File: src/rtl/pp_resize_pkg.sv
// Shared types and default widths for the resize coordinate generator.
package pp_resize_pkg;

    localparam int COORD_W_DEF = 11;
    localparam int FRAC_W_DEF  = 9;

    typedef enum logic [2:0] {
        IDLE,
        ROW_Y,
        ROW_WAIT,
        RUN,
        DRAIN
    } state_t;

    typedef struct packed {
        logic is_y;
        logic eol;
        logic eof;
    } tag_t;

endpackage

File: src/rtl/pp_coord_split.sv
// Splits a coord*scale product into integer source index and fraction.
// PP_COORD_CLAMP_EN adds a clamp of the index to bound-1 (fraction zeroed when clamped).
module pp_coord_split
    import pp_resize_pkg::*;
#(
    parameter int COORD_W = COORD_W_DEF,
    parameter int FRAC_W  = FRAC_W_DEF
) (
    input  logic [2*COORD_W-1:0] prod,
    input  logic [COORD_W-1:0]   bound,
    output logic [COORD_W-1:0]   int_part,
    output logic [FRAC_W-1:0]    frac_part
);

    logic [COORD_W-1:0] raw_int;
    logic               unused_hi;

    assign raw_int   = prod[FRAC_W +: COORD_W];
    assign unused_hi = ^prod[2*COORD_W-1:FRAC_W+COORD_W];

`ifdef PP_COORD_CLAMP_EN
    localparam logic [COORD_W-1:0] ONE = {{(COORD_W-1){1'b0}}, 1'b1};

    function automatic logic [COORD_W-1:0] sat_to_limit(input logic [COORD_W-1:0] v,
                                                        input logic [COORD_W-1:0] lim);
        return (v > lim) ? lim : v;
    endfunction

    logic [COORD_W-1:0] lim;

    assign lim       = bound - ONE;
    assign int_part  = sat_to_limit(raw_int, lim);
    assign frac_part = (raw_int > lim) ? '0 : prod[FRAC_W-1:0];
`else
    logic unused_bound;

    assign unused_bound = ^bound;
    assign int_part     = raw_int;
    assign frac_part    = prod[FRAC_W-1:0];
`endif

endmodule

File: src/rtl/pp_resize_coord_gen.sv
// Raster walker feeding an external 2-cycle multiplier; emits {src_x,src_y,frac_x,frac_y} per pixel.
// Optional index clamp selected by PP_COORD_CLAMP_EN (see pp_coord_split).
module pp_resize_coord_gen
    import pp_resize_pkg::*;
#(
    parameter int COORD_W = COORD_W_DEF,
    parameter int FRAC_W  = FRAC_W_DEF
) (
    input  logic                   ap_clk,
    input  logic                   ap_rst_n,
    input  logic                   start,
    input  logic [COORD_W-1:0]     cfg_out_w,
    input  logic [COORD_W-1:0]     cfg_out_h,
    input  logic [COORD_W-1:0]     cfg_in_w,
    input  logic [COORD_W-1:0]     cfg_in_h,
    input  logic [COORD_W-1:0]     cfg_scl_x,
    input  logic [COORD_W-1:0]     cfg_scl_y,
    output logic                   mul_ce,
    output logic [COORD_W-1:0]     mul_din0,
    output logic [COORD_W-1:0]     mul_din1,
    input  logic [2*COORD_W-1:0]   mul_dout,
    output logic                   out_valid,
    input  logic                   out_ready,
    output logic [COORD_W-1:0]     out_src_x,
    output logic [COORD_W-1:0]     out_src_y,
    output logic [FRAC_W-1:0]      out_frac_x,
    output logic [FRAC_W-1:0]      out_frac_y,
    output logic                   out_eol,
    output logic                   out_eof,
    output logic                   busy
);

    localparam logic [COORD_W-1:0] ONE = {{(COORD_W-1){1'b0}}, 1'b1};

    state_t             state, state_nxt;
    logic [COORD_W-1:0] out_w_r, out_h_r, in_w_r, in_h_r, scl_x_r, scl_y_r;
    logic [COORD_W-1:0] x_cnt, y_cnt;
    logic               vld_p0, vld_p1, vld_p2;
    tag_t               tag_iss, tag_p0, tag_p1, tag_p2;
    logic [COORD_W-1:0] src_y_r;
    logic [FRAC_W-1:0]  frac_y_r;
    logic [COORD_W-1:0] x_int, y_int;
    logic [FRAC_W-1:0]  x_frac, y_frac;
    logic               last_x, last_y, iss_x, iss_y, eof_hs;

    assign mul_ce = !(out_valid && !out_ready);
    assign last_x = (x_cnt == out_w_r - ONE);
    assign last_y = (y_cnt == out_h_r - ONE);
    assign iss_y  = mul_ce && (state == ROW_Y);
    assign iss_x  = mul_ce && (state == RUN);
    assign eof_hs = out_valid && out_ready && out_eof;

    always_comb begin
        tag_iss      = '0;
        tag_iss.is_y = iss_y;
        tag_iss.eol  = iss_x && last_x;
        tag_iss.eof  = iss_x && last_x && last_y;
    end

    // Leave ROW_WAIT as the row's y product moves into the split stage, so x0 issues
    // on the edge that latches src_y (3-cycle row-start bubble).
    always_comb begin
        state_nxt = state;
        case (state)
            IDLE:     if (start) state_nxt = ROW_Y;
            ROW_Y:    if (mul_ce) state_nxt = ROW_WAIT;
            ROW_WAIT: if (mul_ce && vld_p1 && tag_p1.is_y) state_nxt = RUN;
            RUN:      if (mul_ce && last_x) state_nxt = last_y ? DRAIN : ROW_Y;
            DRAIN:    if (eof_hs) state_nxt = IDLE;
            default:  state_nxt = IDLE;
        endcase
    end

    always_ff @(posedge ap_clk) begin
        if (!ap_rst_n) begin
            state     <= IDLE;
            busy      <= 1'b0;
            x_cnt     <= '0;
            y_cnt     <= '0;
            mul_din0  <= '0;
            mul_din1  <= '0;
            vld_p0    <= 1'b0;
            vld_p1    <= 1'b0;
            vld_p2    <= 1'b0;
            tag_p0    <= '0;
            tag_p1    <= '0;
            tag_p2    <= '0;
            out_valid <= 1'b0;
            out_eol   <= 1'b0;
            out_eof   <= 1'b0;
        end else begin
            state <= state_nxt;
            if (state == IDLE && start) begin
                busy  <= 1'b1;
                x_cnt <= '0;
                y_cnt <= '0;
            end else if (state == DRAIN && eof_hs) begin
                busy <= 1'b0;
            end
            if (iss_y) begin
                mul_din0 <= y_cnt;
                mul_din1 <= scl_y_r;
            end
            if (iss_x) begin
                mul_din0 <= x_cnt;
                mul_din1 <= scl_x_r;
                x_cnt    <= last_x ? '0 : x_cnt + ONE;
                if (last_x && !last_y) y_cnt <= y_cnt + ONE;
            end
            // p0 rides with din, p2 lines up with mul_dout
            if (mul_ce) begin
                vld_p0    <= iss_x || iss_y;
                tag_p0    <= tag_iss;
                vld_p1    <= vld_p0;
                tag_p1    <= tag_p0;
                vld_p2    <= vld_p1;
                tag_p2    <= tag_p1;
                out_valid <= vld_p2 && !tag_p2.is_y;
                out_eol   <= vld_p2 && !tag_p2.is_y && tag_p2.eol;
                out_eof   <= vld_p2 && !tag_p2.is_y && tag_p2.eof;
            end
        end
    end

    always_ff @(posedge ap_clk) begin
        if (state == IDLE && start) begin
            out_w_r <= cfg_out_w;
            out_h_r <= cfg_out_h;
            in_w_r  <= cfg_in_w;
            in_h_r  <= cfg_in_h;
            scl_x_r <= cfg_scl_x;
            scl_y_r <= cfg_scl_y;
        end
        if (mul_ce && vld_p2 && tag_p2.is_y) begin
            src_y_r  <= y_int;
            frac_y_r <= y_frac;
        end
        if (mul_ce && vld_p2 && !tag_p2.is_y) begin
            out_src_x  <= x_int;
            out_frac_x <= x_frac;
            out_src_y  <= src_y_r;
            out_frac_y <= frac_y_r;
        end
    end

    pp_coord_split #(.COORD_W(COORD_W), .FRAC_W(FRAC_W)) u_split_x (
        .prod      (mul_dout),
        .bound     (in_w_r),
        .int_part  (x_int),
        .frac_part (x_frac)
    );

    pp_coord_split #(.COORD_W(COORD_W), .FRAC_W(FRAC_W)) u_split_y (
        .prod      (mul_dout),
        .bound     (in_h_r),
        .int_part  (y_int),
        .frac_part (y_frac)
    );

endmodule
File: config.mk
export PLATFORM = sky130hd
export DESIGN_NAME = pp_resize_coord_gen
export DESIGN_NICKNAME = d
export VERILOG_FILES = /design/src/rtl/pp_resize_pkg.sv /design/src/rtl/pp_coord_split.sv /design/src/rtl/pp_resize_coord_gen.sv
export SDC_FILE = /design/constraint.sdc
export NUM_CORES = 1
export LEC_CHECK = 0
export ABC_CLOCK_PERIOD_IN_PS = 4000
export CELL_PAD_IN_SITES_DETAIL_PLACEMENT = 0
export CELL_PAD_IN_SITES_GLOBAL_PLACEMENT = 2
export CORE_MARGIN = 4
export CORE_UTILIZATION = 33
export CTS_BUF_LIST = sky130_fd_sc_hd__clkbuf_8
export DETAILED_ROUTE_END_ITERATION = 6
export PLACE_DENSITY = 0.92
export SLEW_MARGIN = 30
export SYNTH_ARGS = -nofsm -noshare
export SYNTH_HDL_FRONTEND = slang
export SYNTH_SLANG_ARGS = --single-unit
File: constraint.sdc
create_clock -name ap_clk -period 4 [get_ports ap_clk]
set_input_delay 0.8 -clock ap_clk [delete_from_list [all_inputs] [get_ports ap_clk]]
set_output_delay 0.8 -clock ap_clk [all_outputs]
set_load 0.05 [all_outputs]
==> Word-level counts from Yosys, hierarchy flattened <==
Cells that the tools add are included.
{ "word_totals": {"regBits": 167, "out_inout_bits": 67, "in_bits": 92, "wordCells": 94} }
{ "classes": {"mux": 19, "eq_ne": 11, "reduce_logical": 29, "add_sub_neg": 4} }
{ "ops": {"columns": ["op", "count"], "rows": [
  ["$mux W11", 10],
  ["$add A11 B1 Y11 const B", 2],
  ["$eq A11 B11 Y1", 2],
  ["$sub A11 B1 Y11 const B", 2],
  ["$logic_and A1 B1 Y1", 19],
  ["$mux W3", 6],
  ["$pmux W3 S5", 1],
  ["$ne A2 B2 Y1 const B", 4],
  ["$eq A3 B2 Y1 const B", 2],
  ["$reduce_bool A2 Y1", 3],
  ["$reduce_and A5 Y1", 1],
  ["$logic_not A1 Y1", 4],
  ["$eq A3 B1 Y1 const B", 1],
  ["$eq A3 B3 Y1 const B", 1],
  ["$logic_not A3 Y1", 1],
  ["$mux W1", 2],
  ["$ne A2 B1 Y1 const B", 1],
  ["$logic_or A1 B1 Y1", 1]
]} }

==> Depth between registers and ports, before layout <==
Gate-level depths: netlist of run 1.
{ "depth": {"word_depth": 7, "mapped_depth": 10, "mapped_depth_nobuf": 9} }

==> By module <==
A second synthesis of run 1 with hierarchy kept.
{ "hier_totals": {"cells_unflattened": 637, "area_unflattened_um2": 7777.5} }
{ "modules_own_cells": {"columns": ["mod", "area_each_um2", "cells_per_inst", "n_inst", "seq_area_each_um2"], "rows": [
  ["pp_resize_coord_gen", 7477.2, 597, 1, 5044.8],
  ["pp_coord_split", 150.1, 20, 2, 0.0]
]} }

==> Least setup slack after synthesis of run 1 <==
Ideal clock, no wire load.
{ "synth_path": {"path_kind": "input port to flip-flop", "start": "input port out_ready", "end": "register out_frac_x[0], enable pin", "setup_time_ns": 0.440, "arrival_ns": 2.767, "slack_ns": 0.793, "required_ns": 3.560, "cell_stages": 3, "n_path_buf": 1, "cell_sequence": "nor2b_1 > clkbuf_1 > nor2_1"} }
{ "synth_via": {"elab_chain_len": 5} }
{ "synth_lines": {"columns": ["item", "line", "text"], "rows": [
  ["from (decl)", "pp_resize_coord_gen.sv:23", "input logic out_ready,"],
  ["$logic_not A1 Y1", "pp_resize_coord_gen.sv:46", "assign mul_ce = !(out_valid && !out_ready);"],
  ["$logic_and A1 B1 Y1", "pp_resize_coord_gen.sv:46", null],
  ["$logic_not A1 Y1", "pp_resize_coord_gen.sv:46", null],
  ["$logic_and A1 B1 Y1 (2 in a row)", "pp_resize_coord_gen.sv:138", "if (mul_ce && vld_p2 && !tag_p2.is_y) begin"],
  ["to (signal assigned)", "pp_resize_coord_gen.sv:140", "out_frac_x <= x_frac;"],
  ["to (decl)", "pp_resize_coord_gen.sv:26", "output logic [FRAC_W-1:0] out_frac_x,"]
]} }
No other way between the ends.
A chain may end at the register's enable or synchronous reset.

==> Worst setup path in the final report of run 1 <==
{ "layout_path": {"start": "register out_h_r[0]", "end": "register y_cnt[8]"} }
{ "layout_via": {"elab_chain_len": 6} }
{ "layout_lines": {"columns": ["item", "line", "text"], "rows": [
  ["from (decl)", "pp_resize_coord_gen.sv:36", "logic [COORD_W-1:0] out_w_r, out_h_r, in_w_r, in_h_r, scl_x_r, scl_y_r;"],
  ["from (signal assigned)", "pp_resize_coord_gen.sv:128", "out_h_r <= cfg_out_h;"],
  ["$sub A11 B1 Y11", "pp_resize_coord_gen.sv:48", "assign last_y = (y_cnt == out_h_r - ONE);"],
  ["$eq A11 B11 Y1", "pp_resize_coord_gen.sv:48", null],
  ["$logic_not A1 Y1", "pp_resize_coord_gen.sv:108", "if (last_x && !last_y) y_cnt <= y_cnt + ONE;"],
  ["$logic_and A1 B1 Y1", "pp_resize_coord_gen.sv:108", null],
  ["$mux W11", "pp_resize_coord_gen.sv:108", null],
  ["$mux W11", "pp_resize_coord_gen.sv:104", "if (iss_x) begin"],
  ["to (signal assigned)", "pp_resize_coord_gen.sv:108", null],
  ["to (decl)", "pp_resize_coord_gen.sv:37", "logic [COORD_W-1:0] x_cnt, y_cnt;"]
]} }
No other way between the ends.

==> results of run 1 <==
[worst reg2reg max path: cells and delay by family (launching register included)]
family | cells | cell delay (ps)
xor gates and xnor gates | 1 | 120
buffers and inverters | 1 | 100
and+or+nand+nor | 4 | 1650
AOI/OAI and AO/OA | 2 | 440
DFF | 1 | 480
adders and majority gates | 1 | 280
[final timing paths]
kind,end,cells after the start
setup / recovery,y_cnt[8]$_SDFF_PN0_,9
hold / removal,out_frac_y[2]$_DFFE_PP_,0
setup reg to reg,y_cnt[8]$_SDFF_PN0_,9
hold reg to reg,out_frac_y[2]$_DFFE_PP_,0
[through the flow]
stage	utilization	instance area, um^2	std cells	setup slack (ps)	power, uW
after CTS	0.4372	8817	975	809.5	3756
after global placement	0.4159	8389	943	968.9	2439
after detailed placement	0.4159	8389	943	859.8	2454
after global routing	0.4385	8845	976	597.0	3870
final	0.4385	8845	976	798.3	3702
after floorplan	-	6751	560	792.7	2260
[power breakdown]
| group | leakage (uW) | internal, uW | total (uW) | switching (uW) |
|---|---|---|---|---|
| Combinational | 0.00120 | 185 | 459 | 274 |
| Sequential | 0.00147 | 1910 | 1950 | 45.9 |
| Clock | 0.000212 | 593 | 1290 | 698 |
| Total | 0.00289 | 2680 | 3700 | 1020 |
[cells in the final DEF (no fill, tap or decap), types with 3 or more instances in the layout]
| cell | count |
|---|---|
| xor2_1 | 6 |
| buf_4 | 9 |
| inv_8 | 6 |
| or4_1 | 5 |
| a22oi_1 | 3 |
| nor2_1 | 45 |
| nand2_1 | 48 |
| and3_1 | 6 |
| edfxtp_1 | 104 |
| a211oi_1 | 18 |
| clkbuf_8 | 17 |
| o21ai_1 | 8 |
| dfxtp_1 | 63 |
| inv_6 | 4 |
| nor4_1 | 4 |
| a31oi_1 | 8 |
| xnor2_1 | 23 |
| inv_1 | 16 |
| nand4_1 | 6 |
| nand2b_1 | 8 |
| nor3_1 | 8 |
| o221ai_1 | 4 |
| o2111ai_1 | 4 |
| mux2i_1 | 19 |
| a21oi_1 | 25 |
| clkdlybuf4s50_1 | 133 |
| or3_1 | 7 |
| o211ai_1 | 10 |
| ha_1 | 4 |
| nand3_1 | 22 |
| nor2b_1 | 7 |
| o21ai_0 | 14 |
[cells by family (layout without fill, tap and decap cells)]
family	Yosys count	after routing	share of synthesized area
xor gates and xnor gates	29	29	0.03762
adders and majority gates	4	4	0.007413
muxes	19	19	0.02817
AOI/OAI and AO/OA	109	109	0.1110
DFF	167	167	0.6494
and+or+nand+nor	184	184	0.1390
buffers and inverters	48	194	0.02743
[per-layer routing]
metal  vias to the layer above  share of wire  global-route usage  wire length, um
met5                         -              0                   0                0
met1                      2304           0.43              0.1705             6696
met3                        17          0.066             0.03561             1019
met4                         0          0.015             0.05213              239
met2                       180           0.49              0.2284             7523
li1                       2340              -                   -                -
[area by class of cell]
type / count / area [um^2] / share of cell area
repair buffers: 143 / 1426 / 0.1613
inverters: 19 / 71.32 / 0.008063
clock inverters: 15 / 193.9 / 0.02193
clock buffers: 17 / 234.0 / 0.02645
well taps: 270 / 337.8 / 0.03819
multi-input cells: 345 / 2197 / 0.2484
flip-flops and latches: 167 / 4384 / 0.4957
==> run_results.csv, run 1 <==
group,metric,value,unit
detailed_routing,drc,0,
setup_path,reg2reg_slack,800,ps
setup_path,path_buf_inv,1,
clocking,cts_resized,0,
die,die_w,151.0,um
synthesis,synth.most_common_cell,"edfxtp_1",
setup_path,cp-end-kind,"register",
power,ir_worst_vdd,0.2056,mV
timing,rsz0062_at_grt,"false",
finish,nFillCells,1849,
setup_path,path_cells,"inv_1 -> ha_1 -> or4b_1 -> nor4_1 -> xnor2_1 -> a211oi_1 -> nand3_1 -> nand3_1 -> o221ai_1",
place,place_hpwl,11050,um
setup_path,crit_family,"simple AND/OR/NAND/NOR gates",
timing,max-slew-margin-rel,0.4332,
detailed_routing,final_antenna_net_count,0,
setup_path,worstPathRequired,4320,ps
finish,layout.nets,789,
synthesis,synth_area_per_cell,12.06,um^2
die,fp.dieH,151.0,um
detailed_routing,first_iter_violations,240,
detailed_routing,wl_per_cell,15.86,um
detailed_routing,vias,4841,
power,power.density,418.5,nW/um^2
finish,drive_above_1_share,0.07790,
setup_path,crit_arrival,3520,ps
die,core,20170,um^2
finish,area_delta_synth_final,31.00,%
global_routing,grt_pass1_wl,24250,um
setup_path,cp_max_fo,10,
hold_path,hp-class,"reg -> reg",
synthesis,synth_ff_type,"edfxtp_1",
clocking,clockBufferDepth,2,
clocking,clock_latency,450,ps
setup_path,cp-start-kind,"register",
power,power_leakage,0.002886,uW
detailed_routing,drt_pre_antenna_iters,5,
synthesis,netlist_top_cells_area,"edfxtp_1 (46%), dfxtp_1 (19%), xnor2_1 (3.0%)",
setup_path,critical_path.startpoint,"out_h_r[0]$_DFFE_PP_",
clocking,cts_sinks,167,
run_status,status,"finished clean",
setup_path,reg2reg_from,"out_h_r[0]$_DFFE_PP_",
timing,fin_crit_sh,0.8004,
detailed_routing,vias_per_cell,4.960,
synthesis,synthDominantCellAreaShare,0.4626,
synthesis,synthTopCellsByCount,"edfxtp_1 (104), dfxtp_1 (63), nand2_1 (48)",
clocking,post_cts_buffers,0,
detailed_routing,routed_wl,15480,um
synthesis,synth_nets,656,
global_routing,grtUsageTotal,0.1369,
timing,fin_crit,3202,ps
die,die_area,22810,um^2
synthesis,yosysUniqueCellTypes,59,
synthesis,synth_edf_count,104,
die,ioPinCount,159,
die,initial_utilization,0.3347,
clocking,clock-root-buffer,"clkbuf_8",
timing,finalClockSkew,13.96,ps
synthesis,yosys.area.top_type,"edfxtp_1",
synthesis,synth.ff_latch_count,167,
global_routing,grt_max_degree,47,
timing,holdWs,422.0,ps
clocking,cts.clk_slew.worst_paths,100,ps
timing,report.final.slew_viol_count,0,
setup_path,critPathKind,"reg -> reg",
timing,finalSetupViolations,0,
place,io_buffers,134,
job,maxCapViolCount,0,
timing,worstMarginPinSlew,850.2,ps
clocking,cts_made_buffers,17,
synthesis,syn_area,6751,um^2
timing,hold_violations,0,
global_routing,antenna_found_initial,0,
setup_path,path_common_cell,"nand3_1",
clocking,cts_tree,"built",
synthesis,synth-seq-area-share,0.6494,
global_routing,grt_pass1_vias,4715,
synthesis,synthArstFlopShare,0,
global_routing,grt.overflow.total,0,
clocking,h-tree-depth,4,
finish,diodes,0,
die,rows,52,
place,place_congestion,0.8090,
timing,max_freq,312.3,MHz
clocking,cts_hold_buf,0,
synthesis,ys_warn_count,0,
synthesis,synthCells,560,
hold_path,min_from,"frac_y_r[2]$_DFFE_PP_",
setup_path,critical_path.max_stage_delay,520,ps
setup_path,critPathSlowestCell,"or4b_1",
timing,setup_tns,0,ps
Power figures use the tool's default switching activity.
==> inputs of run 2 (changes only) <==
--- a/config.mk
+++ b/config.mk
@@ -5,14 +5,14 @@
 export SDC_FILE = /design/constraint.sdc
 export NUM_CORES = 1
 export LEC_CHECK = 0
-export ABC_CLOCK_PERIOD_IN_PS = 4000
+export ABC_CLOCK_PERIOD_IN_PS = 2600
 export CELL_PAD_IN_SITES_DETAIL_PLACEMENT = 0
 export CELL_PAD_IN_SITES_GLOBAL_PLACEMENT = 2
 export CORE_MARGIN = 4
-export CORE_UTILIZATION = 33
+export CORE_UTILIZATION = 30
 export CTS_BUF_LIST = sky130_fd_sc_hd__clkbuf_8
 export DETAILED_ROUTE_END_ITERATION = 6
-export PLACE_DENSITY = 0.92
+export PLACE_DENSITY = 0.89
 export SLEW_MARGIN = 30
 export SYNTH_ARGS = -nofsm -noshare
 export SYNTH_HDL_FRONTEND = slang
==> constraint.sdc (replaced) <==
create_clock -name ap_clk -period 2.6 [get_ports ap_clk]
set_input_delay 0.52 -clock ap_clk [delete_from_list [all_inputs] [get_ports ap_clk]]
set_output_delay 0.52 -clock ap_clk [all_outputs]
set_load 0.05 [all_outputs]
==> run_results.csv, run 2 (same netlist as run 1, synthesis figures left out) <==
group,metric,value,unit
run_status,status,"complete, but fails checks",
run_status,violations,"negative setup slack",
setup_path,critical_path.max_stage_delay,510,ps
detailed_routing,wl_per_cell,14.92,um
global_routing,grt_pass1_vias,4606,
place,dp_worst_setup_slack,-106.4,ps
place,place_hpwl,10870,um
hold_path,min_to,"out_frac_y[6]$_DFFE_PP_",
timing,rsz0062_at_grt,"true",
detailed_routing,wl_met3,1464,um
timing,setup_tns,-77.26,ps
global_routing,grtUsageTotal,0.1220,
clocking,cts.clk_slew.worst_paths,90,ps
setup_path,cp-start-kind,"register",
global_routing,antenna_found_initial,0,
power,ir_worst_vdd,0.3714,mV
setup_path,critPathKind,"reg -> reg",
clocking,cts_made_buffers,17,
place,io_buffers,134,
setup_path,cp-end-kind,"register",
hold_path,min_from,"frac_y_r[6]$_DFFE_PP_",
setup_path,r2r.worst_path.cells,9,
global_routing,grt_max_degree,47,
detailed_routing,drc,0,
die,die_area,24970,um^2
global_routing,grt.overflow.total,0,
finish,area_delta_synth_final,38.70,%
timing,worstMarginPinSlew,574.4,ps
timing,fin_crit_sh,1.030,
clocking,clockBufferDepth,2,
die,ioPinCount,159,
timing,setup_ws,-77.26,ps
detailed_routing,vias_per_cell,4.632,
setup_path,cp_max_fo,5,
die,fp.dieH,158.0,um
timing,fin_crit,2677,ps
die,die_w,158.0,um
timing,finalClockSkew,15.91,ps
setup_path,reg2reg_slack,-80,ps
finish,mostFrequentLayoutCell,"clkdlybuf4s50_1",
clocking,cts_hold_buf,0,
setup_path,reg2reg_from,"out_h_r[0]$_DFFE_PP_",
clocking,clock_latency,460,ps
detailed_routing,routed_wl,15460,um
setup_path,crit_arrival,3030,ps
job,maxCapViolCount,0,
clocking,clock-root-buffer,"clkbuf_8",
setup_path,timing.rr.end,"y_cnt[9]$_SDFF_PN0_",
clocking,cts_tree,"built",
finish,final_cell_mix,"clkdlybuf4s50_1 (133), edfxtp_1 (104), dfxtp_1 (63)",
finish,diodes,0,
die,initial_utilization,0.3075,
die,rows,54,
timing,hold_violations,0,
clocking,h-tree-depth,4,
setup_path,critPathSlowestCell,"or4_4",
place,place_congestion,0.7745,
finish,drive_above_1_share,0.1667,
power,power_leakage,0.003128,uW
clocking,cts_sinks,167,
detailed_routing,vias,4799,
timing,max_freq,373.5,MHz
timing,max-slew-margin-rel,0.6159,
timing,finalSetupViolations,1,
finish,nFillCells,2080,
power,power.density,599.4,nW/um^2
detailed_routing,first_iter_violations,296,
hold_path,hp-class,"reg -> reg",
die,core,21960,um^2
detailed_routing,top_layer,"met4",
detailed_routing,drt_pre_antenna_iters,4,
hold_path,min_path_cells,0,
global_routing,grt_pass1_wl,23880,um
detailed_routing,final_antenna_net_count,0,
detailed_routing,drt-met1-wl,7128,um
detailed_routing,wl_met2,6661,um
setup_path,path_cells,"inv_2 -> ha_4 -> or4b_4 -> o21ai_2 -> a21oi_2 -> or3_4 -> and3_4 -> or4_4 -> mux2i_1",
finish,layout.nets,839,
setup_path,worstPathRequired,2950,ps
timing,report.final.slew_viol_count,0,
==> run 2: cell count changes in the layout (fill, tap and decap cells not counted), moves of 3 or more <==
| cell | before | now |
|---|---|---|
| buf_4 | 9 | 56 |
| inv_8 | 6 | 0 |
| clkinvlp_4 | 2 | 6 |
| buf_12 | 0 | 3 |
| inv_2 | 1 | 4 |
| or4_1 | 5 | 2 |
| or4_4 | 1 | 4 |
==> run 2: cell type report <==
type | count | area (um^2) | share of cell area
multi-input cells | 345 | 2331 | 0.2489
repair buffers | 193 | 1837 | 0.1962
well taps | 280 | 350.3 | 0.03741
inverters | 19 | 71.32 | 0.007616
clock buffers | 17 | 234.0 | 0.02499
flip-flops and latches | 167 | 4384 | 0.4682
clock inverters | 15 | 156.4 | 0.01670
==> run 2: repair_timing <==
action | CTS | global route
gates cloned | 0 | 1
buffers inserted | 1 | 4
resized for setup | 4 | 18
pin swaps | 0 | 18
endpoints found under the setup margin | 13 | 19
==> run 2: metal layers <==
metal	up-vias	track usage
met1	2201	0.1556
met5	-	0
met2	147	0.1867
met4	0	0.04387
li1	2438	-
met3	13	0.05112
==> run 2: worst max-delay path, delay by kind of cell, from the launching register on <==
kind,cells,cell delay (ps)
flops,1,410
buf+inv,1,80
simple gates,4,1590
fa+ha+maj,1,160
compound gates,2,210
mux,1,130
==> run 2: worst max path at each step <==
stage | from | endpoint | slack (ps) | cells past startpoint
3_5_place_dp | out_h_r[1]$_DFFE_PP_ | y_cnt[2]$_SDFF_PN0_ | -110 | 11
2_1_floorplan | out_h_r[0]$_DFFE_PP_ | y_cnt[9]$_SDFF_PN0_ | 8 | 9
4_1_cts | out_h_r[1]$_DFFE_PP_ | y_cnt[10]$_SDFF_PN0_ | -70 | 9
3_3_place_gp | out_h_r[1]$_DFFE_PP_ | y_cnt[10]$_SDFF_PN0_ | -40 | 9
6_report | out_h_r[0]$_DFFE_PP_ | y_cnt[9]$_SDFF_PN0_ | -80 | 9
5_1_grt | out_h_r[0]$_DFFE_PP_ | y_cnt[9]$_SDFF_PN0_ | -160 | 9
==> run 2: through the flow <==
step	power [uW]	utilization	hold WS, ps	cell area [um^2]	std cells
after floorplan	3481	-	400.3	6778	560
after global placement	3813	0.4006	400.5	8796	998
after detailed placement	3821	0.4006	404.5	8796	998
after CTS	5681	0.4195	416.3	9213	1031
after global routing	5884	0.4264	418.2	9364	1036
final	5613	0.4264	414.3	9364	1036
==> run 2: power breakdown <==
part / switching [uW] / internal, uW / leakage, uW
registers: 56.2 / 2930 / 0.00147
logic: 450 / 342 / 0.00147
clock network: 978 / 856 / 0.000184
==> inputs of run 3 (changes only) <==
--- a/config.mk
+++ b/config.mk
@@ -8,6 +8,7 @@
 export ABC_CLOCK_PERIOD_IN_PS = 2600
 export CELL_PAD_IN_SITES_DETAIL_PLACEMENT = 0
 export CELL_PAD_IN_SITES_GLOBAL_PLACEMENT = 2
+export CORE_ASPECT_RATIO = 0.75
 export CORE_MARGIN = 4
 export CORE_UTILIZATION = 30
 export CTS_BUF_LIST = sky130_fd_sc_hd__clkbuf_8
==> run_results.csv, run 3 (same netlist as run 1, synthesis figures left out) <==
group,metric,value,unit
run_status,status,"complete, but fails checks",
run_status,violations,"negative setup slack",
setup_path,crit_arrival,2970,ps
detailed_routing,final_antenna_net_count,0,
finish,regArea,4384,um^2
setup_path,reg2reg_slack,-4,ps
timing,fin_crit_sh,1.001,
timing,fin_crit,2604,ps
timing,hold_violations,0,
timing,max_freq,384.1,MHz
setup_path,reg2reg_from,"out_w_r[3]$_DFFE_PP_",
timing,setup_ws,-3.666,ps
hold_path,min_from,"src_y_r[4]$_DFFE_PP_",
power,power_leakage,0.003144,uW
detailed_routing,vias_per_cell,4.609,
clocking,cts_hold_buf,0,
power,power,5765,uW
finish,fin_util,0.4233,
clocking,cts.clk_slew.worst_paths,100,ps
setup_path,critPathSlowestCell,"or4_4",
setup_path,cp.depth,8,
setup_path,crit_family,"simple AND/OR/NAND/NOR gates",
detailed_routing,wl_per_cell,15.24,um
finish,multi_input_area,2302,um^2
die,fp.dieH,137.9,um
setup_path,worstPathRequired,2960,ps
detailed_routing,drt-met1-wl,7496,um
timing,rsz0062_at_grt,"true",
setup_path,path_cells,"buf_4 -> nor4_1 -> nand2_1 -> o311a_1 -> o21ai_2 -> nand4_4 -> or4_4 -> mux2i_1",
die,die_area,24990,um^2
die,rows,47,
place,place_inst,1010,
clocking,cts_made_buffers,17,
setup_path,cp-end-kind,"register",
global_routing,antenna_found_initial,0,
finish,layout.cells.non_filler,1047,
clocking,clock_latency,460,ps
global_routing,grt_max_degree,47,
finish,drive_above_1_share,0.1633,
setup_path,path_buf_inv,1,
global_routing,grt_pass1_wl,24650,um
setup_path,r2r.worst_path.cells,8,
power,power.density,616.0,nW/um^2
clocking,cts_tree,"built",
detailed_routing,wl_met2,7035,um
job,maxCapViolCount,0,
setup_path,critPathKind,"reg -> reg",
detailed_routing,wl_met3,1239,um
detailed_routing,drc,0,
power,ir_worst_vdd,0.4167,mV
finish,design_area,9359,um^2
finish,layout.nets,836,
setup_path,critical_path.startpoint,"out_w_r[3]$_DFFE_PP_",
finish,diodes,0,
detailed_routing,drt_pre_antenna_iters,5,
place,placed_area,8798,um^2
timing,finalClockSkew,14.78,ps
die,die_w,181.2,um
global_routing,grtUsageTotal,0.1261,
clocking,h-tree-depth,4,
timing,holdWs,415.2,ps
timing,worstMarginPinSlew,580.1,ps
finish,mostFrequentLayoutCell,"clkdlybuf4s50_1",
setup_path,timing.rr.end,"y_cnt[10]$_SDFF_PN0_",
clocking,cts_sinks,167,
finish,area_delta_synth_final,38.62,%
finish,nFillCells,2126,
detailed_routing,first_iter_violations,240,
place,io_buffers,134,
global_routing,grt_pass1_vias,4681,
die,ioPinCount,159,
timing,finalSetupViolations,1,
die,initial_utilization,0.3053,
place,place_hpwl,11380,um
timing,max-slew-margin-rel,0.6121,
die,core,22110,um^2
timing,report.final.slew_viol_count,0,
detailed_routing,top_layer,"met4",
setup_path,cp-start-kind,"register",
setup_path,crit_path_end,"y_cnt[10]$_SDFF_PN0_",
setup_path,critical_path.max_stage_delay,550,ps
setup_path,cp_max_fo,6,
place,place_congestion,0.7881,
global_routing,grt.overflow.total,0,
hold_path,hp-class,"reg -> reg",
clocking,clockBufferDepth,2,
detailed_routing,vias,4826,
detailed_routing,routed_wl,15960,um
finish,final_cell_mix,"clkdlybuf4s50_1 (133), edfxtp_1 (104), dfxtp_1 (63)",
clocking,clock-root-buffer,"clkbuf_8",
## run 3: worst min-delay path by stage
| stage | cells after the start | slack, ps | to |
|---|---|---|---|
| floorplan | 0 | 400 | out_frac_y[0]$_DFFE_PP_ |
| global placement | 0 | 400 | out_frac_y[8]$_DFFE_PP_ |
| detailed placement | 0 | 410 | out_frac_y[2]$_DFFE_PP_ |
| CTS | 0 | 420 | out_src_y[4]$_DFFE_PP_ |
| global route | 0 | 410 | out_frac_y[0]$_DFFE_PP_ |
| finish | 0 | 420 | out_src_y[4]$_DFFE_PP_ |
## run 3: worst register-to-register path, cell delays in order, from the launching register on
cell,delay (ps)
edfxtp_1,430
buf_4,180
nor4_1,350
nand2_1,140
o311a_1,380
o21ai_2,180
nand4_4,180
or4_4,550
mux2i_1,130
## run 3: timing repair
item                                    CTS  global route
gates cloned                              0             0
pin swaps                                 2             2
resized for setup                         5            17
endpoints found under the setup margin   12            22
setup buffers                             4             1
## run 3: stage by stage
stage / worst slack, ps / TNS (ps)
floorplan: 7.636 / 0
global placement: -126.3 / -732.8
detailed placement: -130.6 / -784.2
CTS: -7.499 / -9.841
global route: -115.0 / -885.0
finish: -3.666 / -3.666
## run 3: final cells by class
cell class / instances / share of cell area
Multi-Input combinational cell: 345 / 0.2460
Clock inverter: 15 / 0.02045
Tap cell: 294 / 0.03930
Sequential cell: 167 / 0.4684
Inverter: 19 / 0.007620
Clock buffer: 17 / 0.02500
Timing Repair Buffer: 190 / 0.1932
## run 3: layer usage
layer | GRT usage | vias up
li1 | - | 2440
met5 | 0 | -
met1 | 0.1688 | 2276
met3 | 0.05742 | 14
met4 | 0.03833 | 0
met2 | 0.1839 | 96
## run 3: power by group
group          total, uW  internal [uW]  switching [uW]
clock               1980            971            1010
sequential          2990           2930            56.3
combinational        793            340             454
